`src/rtl/hv_rac_scan_rsp.sv`:
```
// HV-die register-access responder: arbitrates watchdog-scan reads and OWT reads/writes
// onto a single-beat register-file port and returns ack, data and CRC-8 to the owner.
module hv_rac_scan_rsp #(
    parameter int REG_AW         = 7,
    parameter int REG_DW         = 8,
    parameter int REG_CRC_W      = 8,
    parameter int SCAN_STARVE_TH = 8,
    parameter int STV_CNT_W      = $clog2(SCAN_STARVE_TH + 1)
) (
    input  logic                 i_clk,
    input  logic                 i_rst_n,
    input  logic                 i_wdg_scan_rac_rd_req,
    input  logic [REG_AW-1:0]    i_wdg_scan_rac_addr,
    output logic                 o_rac_wdg_scan_ack,
    output logic [REG_DW-1:0]    o_rac_wdg_scan_data,
    output logic [REG_CRC_W-1:0] o_rac_wdg_scan_crc,
    input  logic                 i_owt_rac_wr_req,
    input  logic                 i_owt_rac_rd_req,
    input  logic [REG_AW-1:0]    i_owt_rac_addr,
    input  logic [REG_DW-1:0]    i_owt_rac_wdata,
    output logic                 o_rac_owt_ack,
    output logic [REG_DW-1:0]    o_rac_owt_rdata,
    output logic [REG_CRC_W-1:0] o_rac_owt_crc,
    output logic                 o_owt_req_err,
    input  logic                 i_scan_crc_inj,
    output logic                 o_rf_rd_en,
    output logic                 o_rf_wr_en,
    output logic [REG_AW-1:0]    o_rf_addr,
    output logic [REG_DW-1:0]    o_rf_wdata,
    input  logic [REG_DW-1:0]    i_rf_rdata
);
    localparam int MSG_W = REG_AW + REG_DW + 1;
    localparam logic [REG_CRC_W-1:0] CRC_POLY = REG_CRC_W'(8'h07);
    localparam logic [STV_CNT_W-1:0] STV_MAX  = STV_CNT_W'(SCAN_STARVE_TH);

    typedef enum logic [1:0] {IDLE, ACC, RDW, RSP} state_t;

    state_t                 state_q, state_d;
    logic                   own_scan_q, own_scan_d;
    logic                   is_wr_q, is_wr_d;
    logic                   err_q, err_d;
    logic [REG_AW-1:0]      addr_q, addr_d;
    logic [REG_DW-1:0]      wdata_q, wdata_d;
    logic [STV_CNT_W-1:0]   stv_cnt_q, stv_cnt_d;
    logic [REG_DW-1:0]      scan_data_q, scan_data_d;
    logic [REG_CRC_W-1:0]   scan_crc_q, scan_crc_d;
    logic [REG_DW-1:0]      owt_rdata_q, owt_rdata_d;
    logic [REG_CRC_W-1:0]   owt_crc_q, owt_crc_d;
    logic                   owt_req, scan_win;
    logic [REG_CRC_W-1:0]   crc_res;

    // MSB-first CRC (poly x^8+x^2+x+1, init 0), fully unrolled into XOR logic.
    function automatic logic [REG_CRC_W-1:0] crc16to8_parallel(input logic [MSG_W-1:0] msg);
        logic [REG_CRC_W-1:0] c;
        logic                 fb;
        c = '0;
        for (int i = MSG_W - 1; i >= 0; i--) begin
            fb = c[REG_CRC_W-1] ^ msg[i];
            c  = {c[REG_CRC_W-2:0], 1'b0} ^ (fb ? CRC_POLY : '0);
        end
        return c;
    endfunction

    assign owt_req  = i_owt_rac_wr_req | i_owt_rac_rd_req;
    assign scan_win = i_wdg_scan_rac_rd_req & (~owt_req | (stv_cnt_q == STV_MAX));
    assign crc_res  = crc16to8_parallel({1'b1, addr_q, i_rf_rdata});

    always_comb begin
        state_d     = state_q;
        own_scan_d  = own_scan_q;
        is_wr_d     = is_wr_q;
        err_d       = err_q;
        addr_d      = addr_q;
        wdata_d     = wdata_q;
        stv_cnt_d   = i_wdg_scan_rac_rd_req ? stv_cnt_q : '0;
        scan_data_d = scan_data_q;
        scan_crc_d  = scan_crc_q;
        owt_rdata_d = owt_rdata_q;
        owt_crc_d   = owt_crc_q;
        case (state_q)
            IDLE: begin
                if (owt_req | i_wdg_scan_rac_rd_req) begin
                    state_d    = ACC;
                    own_scan_d = scan_win;
                    // Simultaneous OWT rd+wr is served as a write and flagged.
                    is_wr_d    = ~scan_win & i_owt_rac_wr_req;
                    err_d      = ~scan_win & i_owt_rac_wr_req & i_owt_rac_rd_req;
                    addr_d     = scan_win ? i_wdg_scan_rac_addr : i_owt_rac_addr;
                    wdata_d    = i_owt_rac_wdata;
                    if (scan_win) begin
                        stv_cnt_d = '0;
                    end else if (i_wdg_scan_rac_rd_req && stv_cnt_q != STV_MAX) begin
                        stv_cnt_d = stv_cnt_q + 1'b1;
                    end
                end
            end
            ACC: state_d = is_wr_q ? RSP : RDW;
            RDW: begin
                state_d = RSP;
                if (own_scan_q) begin
                    scan_data_d = i_rf_rdata;
                    scan_crc_d  = crc_res ^ {{(REG_CRC_W-1){1'b0}}, i_scan_crc_inj};
                end else begin
                    owt_rdata_d = i_rf_rdata;
                    owt_crc_d   = crc_res;
                end
            end
            RSP:     state_d = IDLE;
            default: state_d = IDLE;
        endcase
    end

    always_ff @(posedge i_clk or negedge i_rst_n) begin
        if (!i_rst_n) begin
            state_q     <= IDLE;
            own_scan_q  <= 1'b0;
            is_wr_q     <= 1'b0;
            err_q       <= 1'b0;
            addr_q      <= '0;
            wdata_q     <= '0;
            stv_cnt_q   <= '0;
            scan_data_q <= '0;
            scan_crc_q  <= '0;
            owt_rdata_q <= '0;
            owt_crc_q   <= '0;
        end else begin
            state_q     <= state_d;
            own_scan_q  <= own_scan_d;
            is_wr_q     <= is_wr_d;
            err_q       <= err_d;
            addr_q      <= addr_d;
            wdata_q     <= wdata_d;
            stv_cnt_q   <= stv_cnt_d;
            scan_data_q <= scan_data_d;
            scan_crc_q  <= scan_crc_d;
            owt_rdata_q <= owt_rdata_d;
            owt_crc_q   <= owt_crc_d;
        end
    end

    assign o_rf_rd_en          = (state_q == ACC) & ~is_wr_q;
    assign o_rf_wr_en          = (state_q == ACC) & is_wr_q;
    assign o_rf_addr           = addr_q;
    assign o_rf_wdata          = wdata_q;
    assign o_owt_req_err       = (state_q == ACC) & err_q;
    assign o_rac_wdg_scan_ack  = (state_q == RSP) & own_scan_q;
    assign o_rac_owt_ack       = (state_q == RSP) & ~own_scan_q;
    assign o_rac_wdg_scan_data = scan_data_q;
    assign o_rac_wdg_scan_crc  = scan_crc_q;
    assign o_rac_owt_rdata     = owt_rdata_q;
    assign o_rac_owt_crc       = owt_crc_q;
endmodule

```
`config.mk`:
```
export PLATFORM = sky130hd
export DESIGN_NAME = hv_rac_scan_rsp
export DESIGN_NICKNAME = d
export VERILOG_FILES = /design/src/rtl/hv_rac_scan_rsp.sv
export SDC_FILE = /design/constraint.sdc
export NUM_CORES = 1
export LEC_CHECK = 0
export ABC_AREA = 1
export BUFFER_PORTS_ARGS = -buffer_cell sky130_fd_sc_hd__buf_2
export CELL_PAD_IN_SITES_DETAIL_PLACEMENT = 0
export CELL_PAD_IN_SITES_GLOBAL_PLACEMENT = 1
export CORE_ASPECT_RATIO = 2
export CORE_UTILIZATION = 39
export CTS_CLUSTER_SIZE = 30
export DETAILED_ROUTE_END_ITERATION = 8
export GPL_ROUTABILITY_DRIVEN = 0
export PLACE_DENSITY_LB_ADDON = 0.1
export SLEW_MARGIN = 40
export SYNTH_ARGS = -nofsm -noshare
export SYNTH_HDL_FRONTEND = slang
export SYNTH_SLANG_ARGS = --single-unit
```
`constraint.sdc`:
```
create_clock -name i_clk -period 4.3 [get_ports i_clk]
set_input_delay 0.86 -clock i_clk [delete_from_list [all_inputs] [get_ports i_clk]]
set_output_delay 0.86 -clock i_clk [all_outputs]
set_load 0.01 [all_outputs]
```
==> results.md, run 1 <==
* Fmax at 460 MHz
* CP arrival at 1.31 ns
* First-pass GRT wire length at 11,100 µm
* Worst-path fanout max at 4
* Worst hold margin at 0.477 ns
* Bufs on Longest Clock Path at 2
* Slew @ Worst Pin at 0.529 ns
* Pre-CTS WS at 2.05 ns
* Peak supply drop at 429 µV
* Setup Buffers After CTS at 0
* Core area at 6940 µm²
* Final instance area at 3510 µm²
* Top cell by count, worst path: inv_1
* Synth Flop Type: dfrtp_1
* Syn-to-layout area delta at 24.7%
* Clock root buffer: clkbuf_16
* Fillers at 733
* Crit. End Element: output pin
* Tot GR Track Use at 20.3%
* Final Skew at 0.00377 ns
* Endpoints failing hold at 0
* IO Pins at 88
* Reg2Reg Setup Slack at 2.26 ns
* Largest net degree at the start of global routing at 35
* Via count at 2,482
* Synth Area in Compound Gates at 8.14%
* Port Buffers at 87
* Total gr overflow at 0
* Leakage at 2.02 nW
* Max-cap viol count at 0
* Final period utilization at 50.6%
* Unrepaired setup endpoints after global routing: false
* Initial DRT Pass Iterations at 4
* Drc violations at 0
* EDFF count, synth at 0
* Hold crit path type: register to register
* Sequential cell area at 1400 µm²
* Post-Synth Adder-Cell Area at 3.12%
* Post-synthesis mux area share at 0%
* Routed WL at 6980 µm
* Setup TNS at 0 ns
* Dpl hpwl at 5690 µm
* Max Slew Vio Count at 0
* Die height at 122 µm
* Critical path launch point type: register
* Crit path largest cell delay at 0.42 ns
* Synthesized Nets at 393
* PostCTS Resize Cnt at 0
* Sequential share of the synthesized area at 49.8%
* Largest family of logic cells by synthesized area: simple AND/OR/NAND/NOR gates
* Critical Path End: o_rf_rd_en
* # rows at 43
* Avg Inst Size Synth at 8.03 µm²
* WL/cell at 13.1 µm
* Vias/cell at 4.67
* CP max stage cell: dfrtp_1
* Reg clk slew, reported paths at 0.07 ns
* CTS Sinks at 56
* Post-route ant nets at 0
* WS Path Type: register to output pin
* R2R cell count at 9
* Initial antenna violation count at 0
* Ant. Diodes at 0
* Die X at 62.0 µm
* Yosys reg bits at 56
* Post-DP Area at 3340 µm²
* Slew HR at 64.6%
* Post-route setup slack at 2.13 ns
* Share of cells above drive strength 1 at 24.9%
* Fin nets at 484
* Post-synthesis simple-gate area fraction at 25.8%
* Reg2reg end: err_q$_DFFE_PN0P_
* DIE AREA at 7570 µm²
* Cell Pwr Density at 852 nW/µm²
* Hold Buf Count CTS at 0
* Area of the multi-input gates at 1200 µm²
* Area share of xor/xnor cells in the synthesized design at 5.56%
* Number of H-tree levels at 2
* Worst skew pair latency at 0.29 ns
* CTS tree: yes
* Starting density of the core at 40.5%
* CTS Buf Count at 5
* Vias in the first global route at 2,413
* Post-synth ARST share at 100%
* Tmin final at 2.17 ns
* Critical R2R Launch: state_q[1]$_DFFE_PN0P_
* CP cell instances: inv_1 > ha_1 > inv_1 > nor2_1 > buf_2
* Post-synthesis cell area at 2810 µm²
* Status: completed
* Final setup fails at 0
* Crit path from: state_q[1]$_DFFE_PN0P_
* Starting DRT DRC Count at 128
* Synth Warn # at 0
* Post-synthesis cell type count at 25
* Post-Syn Instances at 350
* Worst EP required at 3.44 ns
cell usage after synthesis (all sizes together), types with 3 or more instances:
| library cell | n | area [µm²] |
|---|---|---|
| clkbuf | 4 | 25.0 |
| dfrtp | 56 | 1400 |
| inv | 44 | 165 |
| xor2 | 9 | 78.8 |
| nand2 | 144 | 553 |
| xnor2 | 8 | 77.6 |
| buf | 3 | 21.3 |
| o21ai | 30 | 150 |
| nand4 | 3 | 18.8 |
| ha | 7 | 87.6 |
| o221ai | 4 | 35.0 |
| nand3 | 20 | 100 |
| nor2 | 9 | 33.8 |
stage by stage:
step           power [W]  util, %  std cells
3_3_place_gp     0.00254     48.2        524
5_1_grt          0.00331     50.5        532
4_1_cts          0.00304     50.5        532
2_1_floorplan    0.00205        -        350
3_5_place_dp     0.00257     48.2        524
6_report         0.00299     50.5        532
state kept, by name, summed over array words and instances, names as in the netlist:
name                 flops
own_scan_q               1
o_rac_wdg_scan_data      8
o_rf_addr                7
err_q                    1
o_rf_wdata               8
state_q                  2
is_wr_q                  1
stv_cnt_q                4
o_rac_owt_crc            8
o_rac_wdg_scan_crc       8
o_rac_owt_rdata          8
cells in the final DEF, fill, tap and decap left out:
cell type | synthesis | layout
ha_1 | 7 | 7
clkinv_2 | 0 | 1
o32ai_1 | 2 | 2
buf_2 | 2 | 87
o21ai_0 | 23 | 23
dfrtp_1 | 56 | 56
nand3_1 | 20 | 20
o21ai_1 | 7 | 7
o21a_1 | 1 | 1
clkbuf_16 | 0 | 5
nand2_2 | 5 | 5
nor3_1 | 1 | 1
nor2_1 | 9 | 9
xor2_1 | 9 | 9
a221oi_1 | 1 | 1
o221ai_1 | 4 | 4
inv_1 | 38 | 38
nand2_1 | 139 | 139
a21oi_1 | 2 | 2
xnor2_1 | 7 | 7
inv_2 | 6 | 6
clkbuf_1 | 3 | 1
nand4_1 | 3 | 3
bufinv_16 | 0 | 1
nand3b_1 | 2 | 2
xnor2_2 | 1 | 1
buf_4 | 0 | 4
worst min path at each step:
stage | endpoint | startpoint | cells past startpoint
floorplan | stv_cnt_q[3]$_DFF_PN0_ | stv_cnt_q[3]$_DFF_PN0_ | 1
global placement | o_rac_owt_crc[7]$_DFFE_PN0P_ | o_rac_owt_crc[7]$_DFFE_PN0P_ | 2
detailed placement | o_rac_owt_crc[6]$_DFFE_PN0P_ | o_rac_owt_crc[6]$_DFFE_PN0P_ | 2
CTS | o_rac_owt_crc[6]$_DFFE_PN0P_ | o_rac_owt_crc[6]$_DFFE_PN0P_ | 2
global route | o_rac_wdg_scan_data[0]$_DFFE_PN0P_ | o_rac_wdg_scan_data[0]$_DFFE_PN0P_ | 2
finish | o_rac_owt_crc[6]$_DFFE_PN0P_ | o_rac_owt_crc[6]$_DFFE_PN0P_ | 2
layout make-up:
| type | count | share of cell area (%) |
|---|---|---|
| inverter | 44 | 4.71 |
| timing repair buffer | 91 | 13.3 |
| sequential | 56 | 40.0 |
| clock inverter | 2 | 0.999 |
| multi-input combinational | 243 | 34.2 |
| clock buffer | 6 | 3.67 |
| tap | 90 | 3.21 |
worst max-delay path: cells and delay by family (launching register included):
kind,cells,cell delay [ns]
fa+ha+maj,1,0.20
buf+inv,3,0.32
flops,1,0.42
simple gates,1,0.08
metal layers:
layer	track usage, %	vias up	part of all wire, %
met5	0	-	0
met1	19.6	1128	35
met2	38.8	70	58
li1	-	1273	-
met4	9.31	0	3.0
met3	3.29	11	3.4
where the power goes:
part	leakage [nW]	total [W]	switching (W)	internal, W
registers	0.694	0.000959	0.000179	0.000780
logic	1.24	0.00157	0.000971	0.000603
clock network	0.0808	0.000454	0.000180	0.000274
logic make-up (layout without fill, tap and decap cells):
family,Yosys count,count (layout)
AND/OR/NAND/NOR,179,179
AO/OA/AOI/OAI,40,40
XOR/XNOR,17,17
buffers and inverters,51,143
adder cells (fa/ha/maj),7,7
flip-flops,56,56
(Power assumes the default switching activity.)
==> inputs of run 2 (changes only) <==
CORE_UTILIZATION = 37   (was 39)
clock period = 2.17 ns   (was 4.3 ns; I/O delays follow)
==> run 2 against run 1 <==
Effect of this change:
- total power up 100%
- final area rose by 1.8%
- clock power is 110% higher
- sequential power increased by 99%
- clock skew up 0.0037 ns
- routed wire length up 4.6%
- highest routed layer unchanged
- non-clock buffer count is 4 higher
- combinational power increased by 100%
- sequential share of layout area decreased by 0.71 points
- die area is 5.3% higher
- flip-flop and latch count stayed put
- count of clock-buffer cells in the layout grew 1
==> results.md, run 2 (synthesized netlist as in run 1, its figures left out) <==
* Number of H-tree levels at 2 (unchanged)
* Starting density of the core at 38.4% (-2.1 points)
* Worst skew pair latency at 0.29 ns (about the same)
* Slew @ Worst Pin at 0.458 ns (-0.0710 ns)
* Bufs on Longest Clock Path at 2 (unchanged)
* Setup TNS at 0 ns (unchanged)
* Vias/cell at 4.68 (+0.32%)
* Pre-CTS WS at 0.430 ns (-1.62 ns)
* Die height at 125 µm (+2.6%)
* Most frequent cells in the layout: 139 x nand2_1, 87 x buf_2, 56 x dfrtp_1
* Hold crit path type: input port to async pin
* Hold Buf Count CTS at 0 (unchanged)
* Initial DRT Pass Iterations at 4 (unchanged)
* Starting DRT DRC Count at 159 (+24%)
* Core area at 7320 µm² (+5.5%)
* Reg2Reg Setup Slack at 0.43 ns (-1.83 ns)
* CTS Buf Count at 5 (unchanged)
* Setup Buffers After CTS at 0 (unchanged)
* Crit path from: state_q[0]$_DFFE_PN0P_
* Crit. End Element: register
* DIE AREA at 7970 µm² (+5.3%)
* Die X at 63.6 µm (+2.6%)
* Routed WL at 7300 µm (+4.6%)
* Share of cells above drive strength 1 at 25.8% (+0.90 points)
* Post-route ant nets at 0 (unchanged)
* Leakage at 2.05 nW (+1.6%)
* Fin util at 48.8% (-1.8 points)
* Worst-path fanout max at 10 (+6)
* Max Slew Vio Count at 0 (unchanged)
* Final Skew at 0.00744 ns (+0.00368 ns)
* Status: completed
* Leading cell type in the layout, fill and taps excluded: nand2_1
* Vias in the first global route at 2,497 (+3.5%)
* Dpl hpwl at 5870 µm (+3.2%)
* Fin nets at 488 (+0.83%)
* Reg clk slew, reported paths at 0.07 ns (about the same)
* Worst EP required at 2.36 ns (-1.08 ns)
* CTS Sinks at 56 (unchanged)
* IO Pins at 88 (unchanged)
* Final setup fails at 0 (unchanged)
* Critical R2R Launch: state_q[0]$_DFFE_PN0P_
* PostCTS Resize Cnt at 0 (unchanged)
* Peak supply drop at 670 µV (+56%)
* Slew HR at 69.4% (+4.7 points)
* Unrepaired setup endpoints after global routing: false
* CTS tree: yes
* Cell Pwr Density at 1700 nW/µm² (+100%)
* Fillers at 760 (+3.7%)
* Endpoints failing hold at 0 (unchanged)
* Total gr overflow at 0 (unchanged)
* Drc violations at 0 (unchanged)
* WS Path Type: register to register
* Clock root buffer: clkbuf_16
* Largest net degree at the start of global routing at 26 (-26%)
* Tot GR Track Use at 19.7% (-0.60 points)
* WL/cell at 13.6 µm (+3.4%)
* Post-route setup slack at 0.431 ns (-1.70 ns)
* Port Buffers at 87 (unchanged)
* Final period utilization at 80.2%
* Critical path launch point type: register
* CP arrival at 1.93 ns (+0.62 ns)
* Ant. Diodes at 0 (unchanged)
* Max-cap viol count at 0 (unchanged)
* # rows at 44 (+2.3%)
* Via count at 2,518 (+1.5%)
* Fmax at 575 MHz
* Initial antenna violation count at 0 (unchanged)
* Syn-to-layout area delta at 27.0%
* Tmin final at 1.74 ns
* First-pass GRT wire length at 12,000 µm (+8.1%)
[run 2: through the flow]
| step | total power (W) | area [µm²] | cells | hold WS [ns] |
|---|---|---|---|---|
| finish | 0.00607 | 3570 | 538 | 0.0791 |
| global route | 0.00667 | 3570 | 538 | 0.108 |
| CTS | 0.00616 | 3570 | 538 | 0.0872 |
| detailed placement | 0.00517 | 3390 | 530 | 0.403 |
| global placement | 0.00512 | 3390 | 530 | 0.402 |
| floorplan | 0.00406 | 2810 | 350 | 0.138 |
[run 2: power by group]
part	internal [W]	switching, W
sequential	0.00155	0.000362
clock	0.000608	0.000358
combinational	0.00123	0.00197
total	0.00339	0.00269
[run 2: path summary, 6_finish.rpt]
check | to | depth (start not counted)
min reg2reg | o_rac_wdg_scan_crc[3]$_DFFE_PN0P_ | 2
max reg2reg | stv_cnt_q[3]$_DFF_PN0_ | 6
max in group asynchronous | o_rac_owt_crc[2]$_DFFE_PN0P_ | 2
min | o_rac_owt_rdata[4]$_DFFE_PN0P_ | 1
min in group i_clk | o_rf_wdata[5]$_DFFE_PN0P_ | 3
max | stv_cnt_q[3]$_DFF_PN0_ | 6
[run 2: metal layers]
layer	wire, µm	part of all wire, %	vias up	track usage, %
met4	216	3.0	0	8.82
li1	-	-	1281	-
met1	2690	37	1157	19.7
met5	0	0	-	0
met2	4150	57	67	38.2
met3	245	3.4	13	3.10
[run 2: critical path, cell delays in order, from the launching register on]
cell,delay [ns]
dfrtp_1,0.42
inv_1,0.14
ha_1,0.41
nand2_1,0.13
nor3_1,0.21
o21ai_0,0.11
a221oi_1,0.22
[run 2: final cells by class]
class,count,area [µm²],area share [%]
multi-input cells,243,1200,33.6
repair buffers,95,508,14.2
clock inverters,1,30.0,0.841
inverters,44,165,4.63
well taps,92,115,3.22
flip-flops and latches,56,1400,39.2
clock buffers,7,153,4.27
